$ cat src/rtl/shift_pkg.sv
// Shared constants for the shift execute stage: funct encodings and datapath widths.
package shift_pkg;

    localparam logic [1:0] FN_SLL = 2'b00;
    localparam logic [1:0] FN_RSV = 2'b01;
    localparam logic [1:0] FN_SRL = 2'b10;
    localparam logic [1:0] FN_SRA = 2'b11;

    localparam int DATA_W  = 32;
    localparam int SHAMT_W = 5;

    function automatic logic is_reserved(input logic [1:0] funct);
        return funct == FN_RSV;
    endfunction

endpackage

$ cat src/rtl/Shifter.sv
// Combinational 32-bit shifter: SLL/SRL zero-fill, SRA sign-fills from bit 31.
module Shifter
    import shift_pkg::*;
(
    input  logic [1:0]         funct,
    input  logic [DATA_W-1:0]  a,
    input  logic [SHAMT_W-1:0] N,
    output logic [DATA_W-1:0]  R
);

    always_comb begin
        R = '0;
        case (funct)
            FN_SLL:  R = a << N;
            FN_SRL:  R = a >> N;
            FN_SRA:  R = $unsigned($signed(a) >>> N);
            default: R = '0;
        endcase
    end

endmodule

$ cat src/rtl/shift_stage.sv
// Two-register execute stage around Shifter: S1 holds the decoded operation,
// S2 holds the tagged result, both with valid/ready back-pressure.
module shift_stage
    import shift_pkg::*;
#(
    parameter int TAG_W = 4,
    parameter int CNT_W = 16
) (
    input  logic               clk,
    input  logic               reset,
    input  logic               in_valid,
    output logic               in_ready,
    input  logic [1:0]         in_funct,
    input  logic [DATA_W-1:0]  in_a,
    input  logic [SHAMT_W-1:0] in_shamt,
    input  logic [DATA_W-1:0]  in_rs,
    input  logic               in_var,
    input  logic [TAG_W-1:0]   in_tag,
    output logic               out_valid,
    input  logic               out_ready,
    output logic [DATA_W-1:0]  out_r,
    output logic [TAG_W-1:0]   out_tag,
    output logic               out_illegal,
    output logic [CNT_W-1:0]   op_count
);

    // Handshake: a transfer happens on a rising edge where valid && ready;
    // in_ready depends combinationally on out_ready through the advance chain.
    logic               r_s1_valid;
    logic [1:0]         r_s1_funct;
    logic [DATA_W-1:0]  r_s1_a;
    logic [SHAMT_W-1:0] r_s1_amt;
    logic [TAG_W-1:0]   r_s1_tag;

    logic               r_s2_valid;
    logic [DATA_W-1:0]  r_s2_r;
    logic [TAG_W-1:0]   r_s2_tag;
    logic               r_s2_illegal;
    logic [CNT_W-1:0]   r_count;

    logic               w_s2_adv;
    logic               w_s1_adv;
    logic               w_accept;
    logic [SHAMT_W-1:0] w_amt;
    logic [DATA_W-1:0]  w_shift_r;
    logic               w_s1_rsv;
    logic               w_unused_rs_hi;

    assign w_s2_adv = !r_s2_valid || out_ready;
    assign w_s1_adv = !r_s1_valid || w_s2_adv;
    assign w_accept = in_valid && w_s1_adv;
    assign w_amt    = in_var ? in_rs[SHAMT_W-1:0] : in_shamt;
    assign w_s1_rsv = is_reserved(r_s1_funct);

    // Only the low amount bits of the register operand matter.
    assign w_unused_rs_hi = ^in_rs[DATA_W-1:SHAMT_W];

    Shifter u_shifter (
        .funct (r_s1_funct),
        .a     (r_s1_a),
        .N     (r_s1_amt),
        .R     (w_shift_r)
    );

    always_ff @(posedge clk) begin
        if (reset) begin
            r_s1_valid <= 1'b0;
            r_s1_funct <= FN_SLL;
            r_s1_a     <= '0;
            r_s1_amt   <= '0;
            r_s1_tag   <= '0;
        end else if (w_s1_adv) begin
            r_s1_valid <= in_valid;
            if (w_accept) begin
                r_s1_funct <= in_funct;
                r_s1_a     <= in_a;
                r_s1_amt   <= w_amt;
                r_s1_tag   <= in_tag;
            end
        end
    end

    always_ff @(posedge clk) begin
        if (reset) begin
            r_s2_valid   <= 1'b0;
            r_s2_r       <= '0;
            r_s2_tag     <= '0;
            r_s2_illegal <= 1'b0;
        end else if (w_s2_adv) begin
            r_s2_valid <= r_s1_valid;
            if (r_s1_valid) begin
                r_s2_r       <= w_s1_rsv ? '0 : w_shift_r;
                r_s2_tag     <= r_s1_tag;
                r_s2_illegal <= w_s1_rsv;
            end
        end
    end

    always_ff @(posedge clk) begin
        if (reset) begin
            r_count <= '0;
        end else if (r_s2_valid && out_ready) begin
            r_count <= r_count + 1'b1;
        end
    end

    assign in_ready    = w_s1_adv;
    assign out_valid   = r_s2_valid;
    assign out_r       = r_s2_r;
    assign out_tag     = r_s2_tag;
    assign out_illegal = r_s2_illegal;
    assign op_count    = r_count;

endmodule
$ cat config.mk
export PLATFORM = sky130hd
export DESIGN_NAME = shift_stage
export DESIGN_NICKNAME = d
export VERILOG_FILES = /design/src/rtl/shift_pkg.sv /design/src/rtl/Shifter.sv /design/src/rtl/shift_stage.sv
export SDC_FILE = /design/constraint.sdc
export NUM_CORES = 1
export LEC_CHECK = 0
export BUFFER_PORTS_ARGS = -buffer_cell sky130_fd_sc_hd__buf_4
export CORE_MARGIN = 3
export CORE_UTILIZATION = 30
export CTS_CLUSTER_SIZE = 28
export DETAILED_ROUTE_END_ITERATION = 12
export SETUP_SLACK_MARGIN = 0.02
export SLEW_MARGIN = 30
export SYNTH_ARGS = -nofsm -noshare
export SYNTH_HDL_FRONTEND = slang
export SYNTH_SLANG_ARGS = --single-unit
$ cat constraint.sdc
create_clock -name clk -period 2.5 [get_ports clk]
set_input_delay 0.5 -clock clk [delete_from_list [all_inputs] [get_ports clk]]
set_output_delay 0.5 -clock clk [all_outputs]
set_load 0.01 [all_outputs]
==> results of run 1 <==
## worst max path at each step
stage           startpoint       end  depth (start not counted)
3_5_place_dp   r_s1_amt[1]  out_r[3]                          6
2_1_floorplan  r_s1_amt[1]  out_r[9]                          7
3_3_place_gp   r_s1_amt[1]  out_r[3]                          6
4_1_cts        r_s1_amt[0]  out_r[9]                          8
5_1_grt        r_s1_amt[0]  out_r[6]                          8
6_report       r_s1_amt[1]  out_r[2]                          6
## where the power goes
group / internal (mW) / switching (mW)
Sequential: 1.62 / 0.145
Clock: 0.739 / 0.720
Combinational: 0.752 / 0.862
Total: 3.12 / 1.73
## routing by layer
metal	GRT usage, %	vias up
met2	30.72	424
met5	0	-
met1	30.63	4095
met4	6.334	0
li1	-	3877
met3	5.352	56
## layout by cell type, fill, tap and decap left out, types with 4 or more instances in the layout
| cell type | instances |
|---|---|
| a2111oi_0 | 5 |
| a211oi_1 | 16 |
| a21boi_0 | 4 |
| a21oi_1 | 73 |
| a221oi_1 | 15 |
| a311oi_1 | 4 |
| a31oi_1 | 6 |
| and2_1 | 6 |
| buf_12 | 12 |
| buf_4 | 208 |
| clkbuf_16 | 9 |
| dfxtp_1 | 94 |
| inv_1 | 9 |
| mux2_2 | 19 |
| mux2i_1 | 59 |
| mux4_1 | 8 |
| mux4_2 | 71 |
| nand2_1 | 150 |
| nand2b_1 | 8 |
| nand3_1 | 17 |
| nand4_1 | 7 |
| nor2_1 | 85 |
| nor3_1 | 20 |
| o211a_1 | 5 |
| o211ai_1 | 12 |
| o21a_1 | 4 |
| o21ai_0 | 28 |
| o22ai_1 | 6 |
| o32ai_1 | 6 |
| o41ai_1 | 4 |
| or3_1 | 6 |
| xnor2_1 | 5 |
| xor2_1 | 5 |
## cells by family (layout without fill, tap and decap cells)
| family | after synthesis | in the layout | synth area share [%] |
|---|---|---|---|
| compound gates | 242 | 242 | 19.85 |
| flops | 98 | 98 | 23.13 |
| simple gates | 325 | 325 | 16.83 |
| fa+ha+maj | 1 | 1 | 0.1475 |
| buf+inv | 133 | 250 | 8.083 |
| xor+xnor | 10 | 10 | 1.032 |
| mux | 158 | 158 | 30.93 |
## cell usage after synthesis (8+ instances only)
library cell / n / area, um^2
mux2_2: 19 / 214.0
inv_1: 10 / 37.54
a21oi_1: 73 / 365.4
nand2b_1: 8 / 50.05
buf_6: 13 / 146.4
dfxtp_1: 98 / 1962
a211oi_1: 17 / 127.6
clkbuf_1: 72 / 270.3
nor2_1: 85 / 319.1
o211ai_1: 12 / 90.09
mux4_1: 8 / 210.2
mux4_2: 71 / 1599
a221oi_1: 15 / 131.4
buf_2: 18 / 90.09
o21ai_0: 28 / 140.1
mux2i_1: 60 / 600.6
nor3_1: 20 / 100.1
nand3_1: 17 / 85.08
nand2_1: 150 / 563.0
buf_4: 9 / 67.56
## flip-flops by register name, indices dropped and copies added (netlist names)
signal       flops
op_count        16
out_illegal      1
out_r           32
out_tag          4
out_valid        1
r_s1_a          32
r_s1_amt         5
r_s1_funct       2
r_s1_tag         4
r_s1_valid       1
## per-stage QoR
stage                     setup slack, ns  hold slack [ns]  TNS (ns)  instances  cell area, um^2
final                              0.1119           0.3680         0       1456            10490
after floorplan                    0.4679           0.4321         0        967             8483
after global routing              0.02291           0.3653         0       1456            10490
after CTS                         0.08620           0.3477         0       1449            10400
after global placement           -0.08745           0.4443  -0.08745       1432            10070
after detailed placement         -0.07131           0.4493  -0.07131       1432            10070
## area by class of cell
type	count	area [um^2]	area share (%)
clock buffer	10	239.0	2.278
inverter	12	48.80	0.4651
sequential	98	1974	18.82
tap	372	465.4	4.436
clock inverter	6	70.07	0.6679
multi-input combinational	736	5866	55.91
timing repair buffer	222	1828	17.42
## what timing repair did
action,CTS,global route
buffers inserted,1,7
pin swaps,0,1
gates resized for setup,1,9
endpoints found under the setup margin,2,11
## critical path: cells and delay by family (launching register included)
kind | cells | cell delay (ns)
muxes | 2 | 1.07
AOI/OAI and AO/OA | 2 | 0.44
DFF | 1 | 0.43
buffers and inverters | 2 | 0.31
==> flow_summary.yaml, run 1 <==
run_status:
  status: "finished, final reports clean"
worst_setup_path:
  cp_slowest_cell: "mux4_2"
  path_class: "reg -> reg"
  worstSetupEndpointType: "flop"
  cp.arrival_ns: 2.62
  path_max_fanout: 23
  reg2reg_depth: 6
  crit_chain: "buf_4 -> buf_12 -> mux4_2 -> mux4_2 -> o2111ai_1 -> o211ai_1"
  rr_startpoint: "r_s1_amt[1]"
  cp_common_cell: "mux4_2"
  critical_path_required_ns: 2.73
  r2r_setup_slack_ns: 0.11
  start_kind: "flop"
  critPathMaxStageDelay_ns: 0.54
  rr_endpoint: "out_r[2]"
cells_and_area:
  antenna_cells: 0
  nFillCells: 2813
  utilization_pct: 38.29
  area_growth_pct: 23.67
  nets: 1160
  layout-drive-gt1-share_pct: 32.20
global_routing:
  grtUsageTotal_pct: 21.09
  grt_pass1_vias: 8007
  antenna_found_initial: 0
  grt_max_degree: 80
  globalRouteOverflowTotal: 0
  grt_pass1_wl_mm: 50.23
clock_network:
  numCtsBuffers: 9
  clockBufferDepth: 2
  hold_buffers: 0
  cts.sinks: 98
  worstSkewPairLatency_ns: 0.37
  cts-htree-levels: 3
  cts.clk_slew.worst_paths_ns: 0.08
  cts_tree: "done"
  cts_root_buf: "clkbuf_16"
detailed_routing:
  ant_nets: 0
  wl_met1_mm: 14.51
  top_layer: "met4"
  met2_length_mm: 14.10
  dr_total_vias: 8452
  drt_drc_violations_left: 0
  via_per_inst: 5.805
  detail_route.iter0.violations: 824
  wl_per_cell_um: 22.32
  dr_wl_met3_mm: 3.015
  postRouteWirelength_mm: 32.50
  first_pass_iters: 6
placement:
  place_congestion: 0.9767
  hpwlAfterDp_mm: 24.49
  portBuffers: 107
worst_hold_path:
  hp-start: "in_valid"
  worstHoldEndpoint: "r_s1_valid"
  hold_path.class: "in -> reg"
  min_path_cells: 3
sta:
  max_freq_ghz: 0.4187
  relSlewSlack_pct: 54.31
  fin_crit_sh_pct: 95.52
  finalClockSkew_ns: 0.01530
  tightest_slew_ns: 0.6828
  final_hold_viol_count: 0
  finalMaxSlewViolations: 0
  setup_viol: 0
  rsz0062_at_grt: "false"
  period_minus_slack_ns: 2.388
logic_synthesis:
  synth-edff-count: 0
  syn-num-nets: 1048
  synth_warnings: 0
  synth-seq-cells: 98
  syn_inst: 967
  synth_ff_type: "dfxtp_1"
  synth_cell_type_count: 77
  mappedNetlistArea_um2: 8483
  synth-async-reset-ratio_pct: 0
  yosysSeqAreaShare_pct: 23.13
  syn_avg_cell_area_um2: 8.773
floorplan:
  chipWidth_um: 174.2
  num_rows: 60
  dieArea_um2: 30330
  die_h_um: 174.2
  initial_utilization_pct: 30.96
  core_area_um2: 27400
  ios: 135
run:
  maxCapViolCount: 0
power:
  p_leak_nw: 3.951
  p_per_area_nw_per_um2: 461.6
  ir_drop_mv: 0.3134
  power.total_mw: 4.842
Note: power is estimated with default switching activity, not from simulation.
==> inputs of run 2 (changes only) <==
--- a/config.mk
+++ b/config.mk
@@ -6,9 +6,8 @@
 export NUM_CORES = 1
 export LEC_CHECK = 0
-export BUFFER_PORTS_ARGS = -buffer_cell sky130_fd_sc_hd__buf_4
-export CORE_MARGIN = 3
 export CORE_UTILIZATION = 30
 export CTS_CLUSTER_SIZE = 28
 export DETAILED_ROUTE_END_ITERATION = 12
+export DONT_BUFFER_PORTS = 1
 export SETUP_SLACK_MARGIN = 0.02
 export SLEW_MARGIN = 30
==> constraint.sdc (replaced) <==
create_clock -name clk -period 2.5 [get_ports clk]
set_input_delay 0 -clock clk [delete_from_list [all_inputs] [get_ports clk]]
set_output_delay 0 -clock clk [all_outputs]
set_load 0.01 [all_outputs]
==> flow_summary.yaml, run 2 (synthesis gave the netlist of run 1 again) <==
run_status:
  status: "finished, final reports clean"
sta:
  fin_crit_sh_pct: 98.08
  setup-tns-final_ns: 0
  finalMaxSlewViolations: 0
  final_hold_viol_count: 0
  period_minus_slack_ns: 2.452
  max_freq_ghz: 0.4078
  relSlewSlack_pct: 43.55
  tightest_slew_ns: 0.8467
  setup_viol: 0
  finalClockSkew_ns: 0.01339
  fin_ws_ns: 0.04806
  rsz0062_at_grt: "false"
detailed_routing:
  first_pass_iters: 6
  drt_drc_violations_left: 0
  wl_per_cell_um: 22.96
  dr_total_vias: 8380
  detail_route.iter0.violations: 1070
  ant_nets: 0
  via_per_inst: 5.969
  postRouteWirelength_mm: 32.24
worst_setup_path:
  rr_endpoint: "out_r[13]"
  critPathMaxStageDelay_ns: 0.63
  rr_startpoint: "r_s1_amt[1]"
  path_max_fanout: 12
  worstSetupEndpointType: "flop"
  cp_slowest_cell: "mux4_1"
  critical_path.top_delay_family: "multiplexers"
  path_class: "reg -> reg"
  start_kind: "flop"
  critical_path_buf_inv_count: 2
  crit_chain: "buf_12 -> mux4_1 -> mux2i_1 -> buf_4 -> nand2_1 -> a32oi_1 -> a311oi_1"
  r2r_setup_slack_ns: 0.05
  critical_path_required_ns: 2.74
  cp.arrival_ns: 2.69
  reg2reg_depth: 7
placement:
  portBuffers: 0
  hpwlAfterDp_mm: 23.85
  post-place-ws_ns: 0.05743
  place_congestion: 1.009
worst_hold_path:
  min_path_cells: 2
  hp-start: "reset"
  worstHoldEndpoint: "out_r[9]"
  hold_path.class: "in -> reg"
clock_network:
  worstSkewPairLatency_ns: 0.37
  cts.clk_slew.worst_paths_ns: 0.08
  cts.sinks: 98
  cts_tree: "done"
  cts_root_buf: "clkbuf_16"
  cts-htree-levels: 3
  clockBufferDepth: 2
  numCtsBuffers: 9
global_routing:
  globalRouteOverflowTotal: 0
  grtUsageTotal_pct: 21.84
  grt_pass1_vias: 7727
  antenna_found_initial: 0
  grt_max_degree: 94
  grt_pass1_wl_mm: 47.87
floorplan:
  chipWidth_um: 170.2
  core_area_um2: 27780
  dieArea_um2: 28950
  num_rows: 61
  ios: 135
  initial_utilization_pct: 30.54
  die_h_um: 170.2
power:
  p_per_area_nw_per_um2: 474.8
  p_leak_nw: 3.585
  ir_drop_mv: 0.3379
cells_and_area:
  multi_input_area_um2: 5844
  area_growth_pct: 19.14
  regArea_um2: 1974
  layout-drive-gt1-share_pct: 23.00
  nets: 1102
  layout_common_cells: "150 x nand2_1, 106 x buf_4, 94 x dfxtp_1"
  antenna_cells: 0
  layout_commonest_cell: "nand2_1"
  nFillCells: 2903
run:
  maxCapViolCount: 0
[run 2: where the power goes]
part,switching [mW],internal [mW]
sequential,0.164,1.62
clock,0.761,0.718
combinational,0.819,0.713
total,1.74,3.06
[run 2: timing repair]
item / CTS / global route
buffers inserted: 0 / 1
resized for setup: 0 / 4
setup endpoints to repair: 0 / 11
hold buffers: 51 / 0
hold endpoints to repair: 91 / 0
[run 2: cell type report]
cell class | instances | share of cell area [%]
inverter | 12 | 0.4457
tap | 378 | 4.679
clock inverter | 7 | 0.8047
sequential | 98 | 19.53
timing repair buffer | 164 | 14.48
multi-input combinational | 736 | 57.82
clock buffer | 9 | 2.228
[run 2: worst max path at each step]
stage                startpoint   endpoint  slack [ns]  cells after the start
floorplan           r_s1_amt[1]   out_r[9]        0.47                      7
global placement    r_s1_amt[1]  out_r[14]        0.05                      7
detailed placement  r_s1_amt[1]  out_r[23]        0.06                      6
CTS                 r_s1_amt[1]  out_r[23]        0.05                      6
global route        r_s1_amt[0]  out_r[18]        0.02                      8
finish              r_s1_amt[1]  out_r[13]        0.05                      7
[run 2: per-stage QoR]
stage                     total power [mW]  instance area, um^2  std cells  hold WS (ns)  util (%)
after floorplan                      2.736                 8483        967        0.1174         -
after global placement               3.200                 9245       1336       0.07866     33.28
after detailed placement             3.209                 9245       1336       0.07736     33.28
after CTS                            4.779                10080       1403       0.02250     36.28
after global routing                 4.977                10110       1404       0.04104     36.38
final                                4.799                10110       1404       0.03019     36.38
[run 2: layer usage]
| layer | global-route usage (%) | vias to the layer above | wire (um) |
|---|---|---|---|
| li1 | - | 3772 | - |
| met1 | 31.32 | 4078 | 13910 |
| met2 | 32.11 | 478 | 14160 |
| met3 | 4.907 | 52 | 3336 |
| met4 | 7.011 | 0 | 832 |
| met5 | 0 | - | 0 |
==> inputs of run 3 (changes only) <==
Settings changed: CORE_MARGIN from default to 2.
Clock period 2.5 ns to 2.2 ns, I/O delays scaled along.
==> flow_summary.yaml, run 3 (synthesis gave the netlist of run 1 again) <==
run_status:
  status: "finished with violations"
  violations: "negative setup slack"
worst_hold_path:
  min_path_cells: 4
  hold_path.class: "in -> reg"
  hp-start: "reset"
  worstHoldEndpoint: "out_r[18]"
global_routing:
  grtUsageTotal_pct: 22.85
  grt_pass1_vias: 8507
  grt_max_degree: 93
  globalRouteOverflowTotal: 0
  antenna_found_initial: 1
  grt_pass1_wl_mm: 51.84
worst_setup_path:
  critical_path_required_ns: 2.46
  rr_endpoint: "out_r[12]"
  path_max_fanout: 8
  path_class: "reg -> reg"
  cp.arrival_ns: 2.54
  start_kind: "flop"
  worstSetupEndpointType: "flop"
  rr_startpoint: "r_s1_amt[1]"
  r2r_setup_slack_ns: -0.08
  reg2reg_depth: 7
clock_network:
  worstSkewPairLatency_ns: 0.37
  cts-htree-levels: 3
  cts.clk_slew.worst_paths_ns: 0.08
  clockBufferDepth: 2
  cts.sinks: 98
  numCtsBuffers: 9
  cts_tree: "done"
  cts_root_buf: "clkbuf_16"
cells_and_area:
  regArea_um2: 1978
  layout_common_cells: "193 x buf_4, 148 x nand2_1, 91 x dfxtp_1"
  instances_no_fill: 1535
  nets: 1232
  area_growth_pct: 40.22
  nFillCells: 2788
  multi_input_area_um2: 6346
  layout_commonest_cell: "buf_4"
  layout-drive-gt1-share_pct: 39.45
floorplan:
  num_rows: 61
  die_h_um: 172.2
  dieArea_um2: 29640
  ios: 135
  chipWidth_um: 172.2
  core_area_um2: 27780
  initial_utilization_pct: 30.54
placement:
  dpl.cell_count: 1411
  portBuffers: 0
  hpwlAfterDp_mm: 25.21
  place_congestion: 0.9578
sta:
  tightest_slew_ns: 0.6156
  max_freq_ghz: 0.4390
  fin_ws_ns: -0.07791
  relSlewSlack_pct: 58.81
  period_minus_slack_ns: 2.278
  rsz0062_at_grt: "true"
  finalClockSkew_ns: 0.01375
  setup_viol: 11
  finalMaxSlewViolations: 0
  fin_crit_sh_pct: 103.5
  final_hold_viol_count: 0
run:
  maxCapViolCount: 0
power:
  ir_drop_mv: 0.4396
  p_leak_nw: 4.380
  power.total_mw: 5.969
  p_per_area_nw_per_um2: 501.8
detailed_routing:
  first_pass_iters: 5
  dr_total_vias: 8937
  via_per_inst: 5.822
  detail_route.iter0.violations: 1055
  ant_nets: 0
  wl_per_cell_um: 22.72
  postRouteWirelength_mm: 34.87
  drt_drc_violations_left: 0
==> run 3: repair_timing <==
action                                  in CTS  in global routing
gates resized for setup                     65                117
pin swaps                                    7                 50
buffers inserted                            21                 35
gates cloned                                 2                  1
endpoints found under the setup margin      32                 30
hold buffers                                51                  0
hold endpoints to repair                    90                  0
==> run 3: stage by stage <==
stage / area, um^2 / TNS, ns / hold WS (ns) / setup slack, ns / utilization [%]
floorplan: 8483 / 0 / 0.1174 / 0.1679 / -
global route: 11900 / -1.685 / 0.02956 / -0.1323 / 42.82
detailed placement: 9846 / -5.096 / 0.07870 / -0.3305 / 35.44
global placement: 9846 / -4.337 / 0.07601 / -0.3415 / 35.44
CTS: 11170 / -0.3610 / 0.01237 / -0.06560 / 40.22
finish: 11900 / -0.5007 / 0.01938 / -0.07791 / 42.82
==> run 3: critical path, cell delays in order (launching register included) <==
cell	delay, ns
dfxtp_4	0.46
buf_12	0.15
buf_6	0.10
mux4_2	0.56
nor2_2	0.15
o32ai_2	0.10
a2111o_1	0.39
a32o_1	0.27
==> run 3: report_power, final <==
group / internal, mW / switching, mW
sequential: 1.85 / 0.136
clock: 0.809 / 0.830
combinational: 1.17 / 1.18
==> run 3: final cells by class <==
type                       count  share of cell area [%]
multi-input combinational    736                   53.35
inverter                      12                  0.4102
tap                          378                   3.976
sequential                    98                   16.63
clock inverter                 7                  0.6206
clock buffer                   9                   1.893
antenna                        1                 0.02104
timing repair buffer         294                   23.10
==> run 3: how the worst max path moves through the flow <==
stage / cells past startpoint / slack, ns / startpoint / endpoint
finish: 7 / -0.08 / r_s1_amt[1] / out_r[12]
global route: 9 / -0.13 / r_s1_amt[0] / out_r[9]
CTS: 6 / -0.07 / r_s1_amt[1] / out_r[2]
detailed placement: 6 / -0.33 / r_s1_amt[1] / out_r[24]
global placement: 6 / -0.34 / r_s1_amt[1] / out_r[24]
floorplan: 7 / 0.17 / r_s1_amt[1] / out_r[9]
==> run 3: routing by layer <==
metal / global-route usage [%] / vias to the layer above / wire, um
met5: 0 / - / 0
met4: 6.613 / 0 / 930
met3: 5.585 / 64 / 3433
met2: 35.10 / 481 / 15680
met1: 31.81 / 4381 / 14830
li1: - / 4011 / -
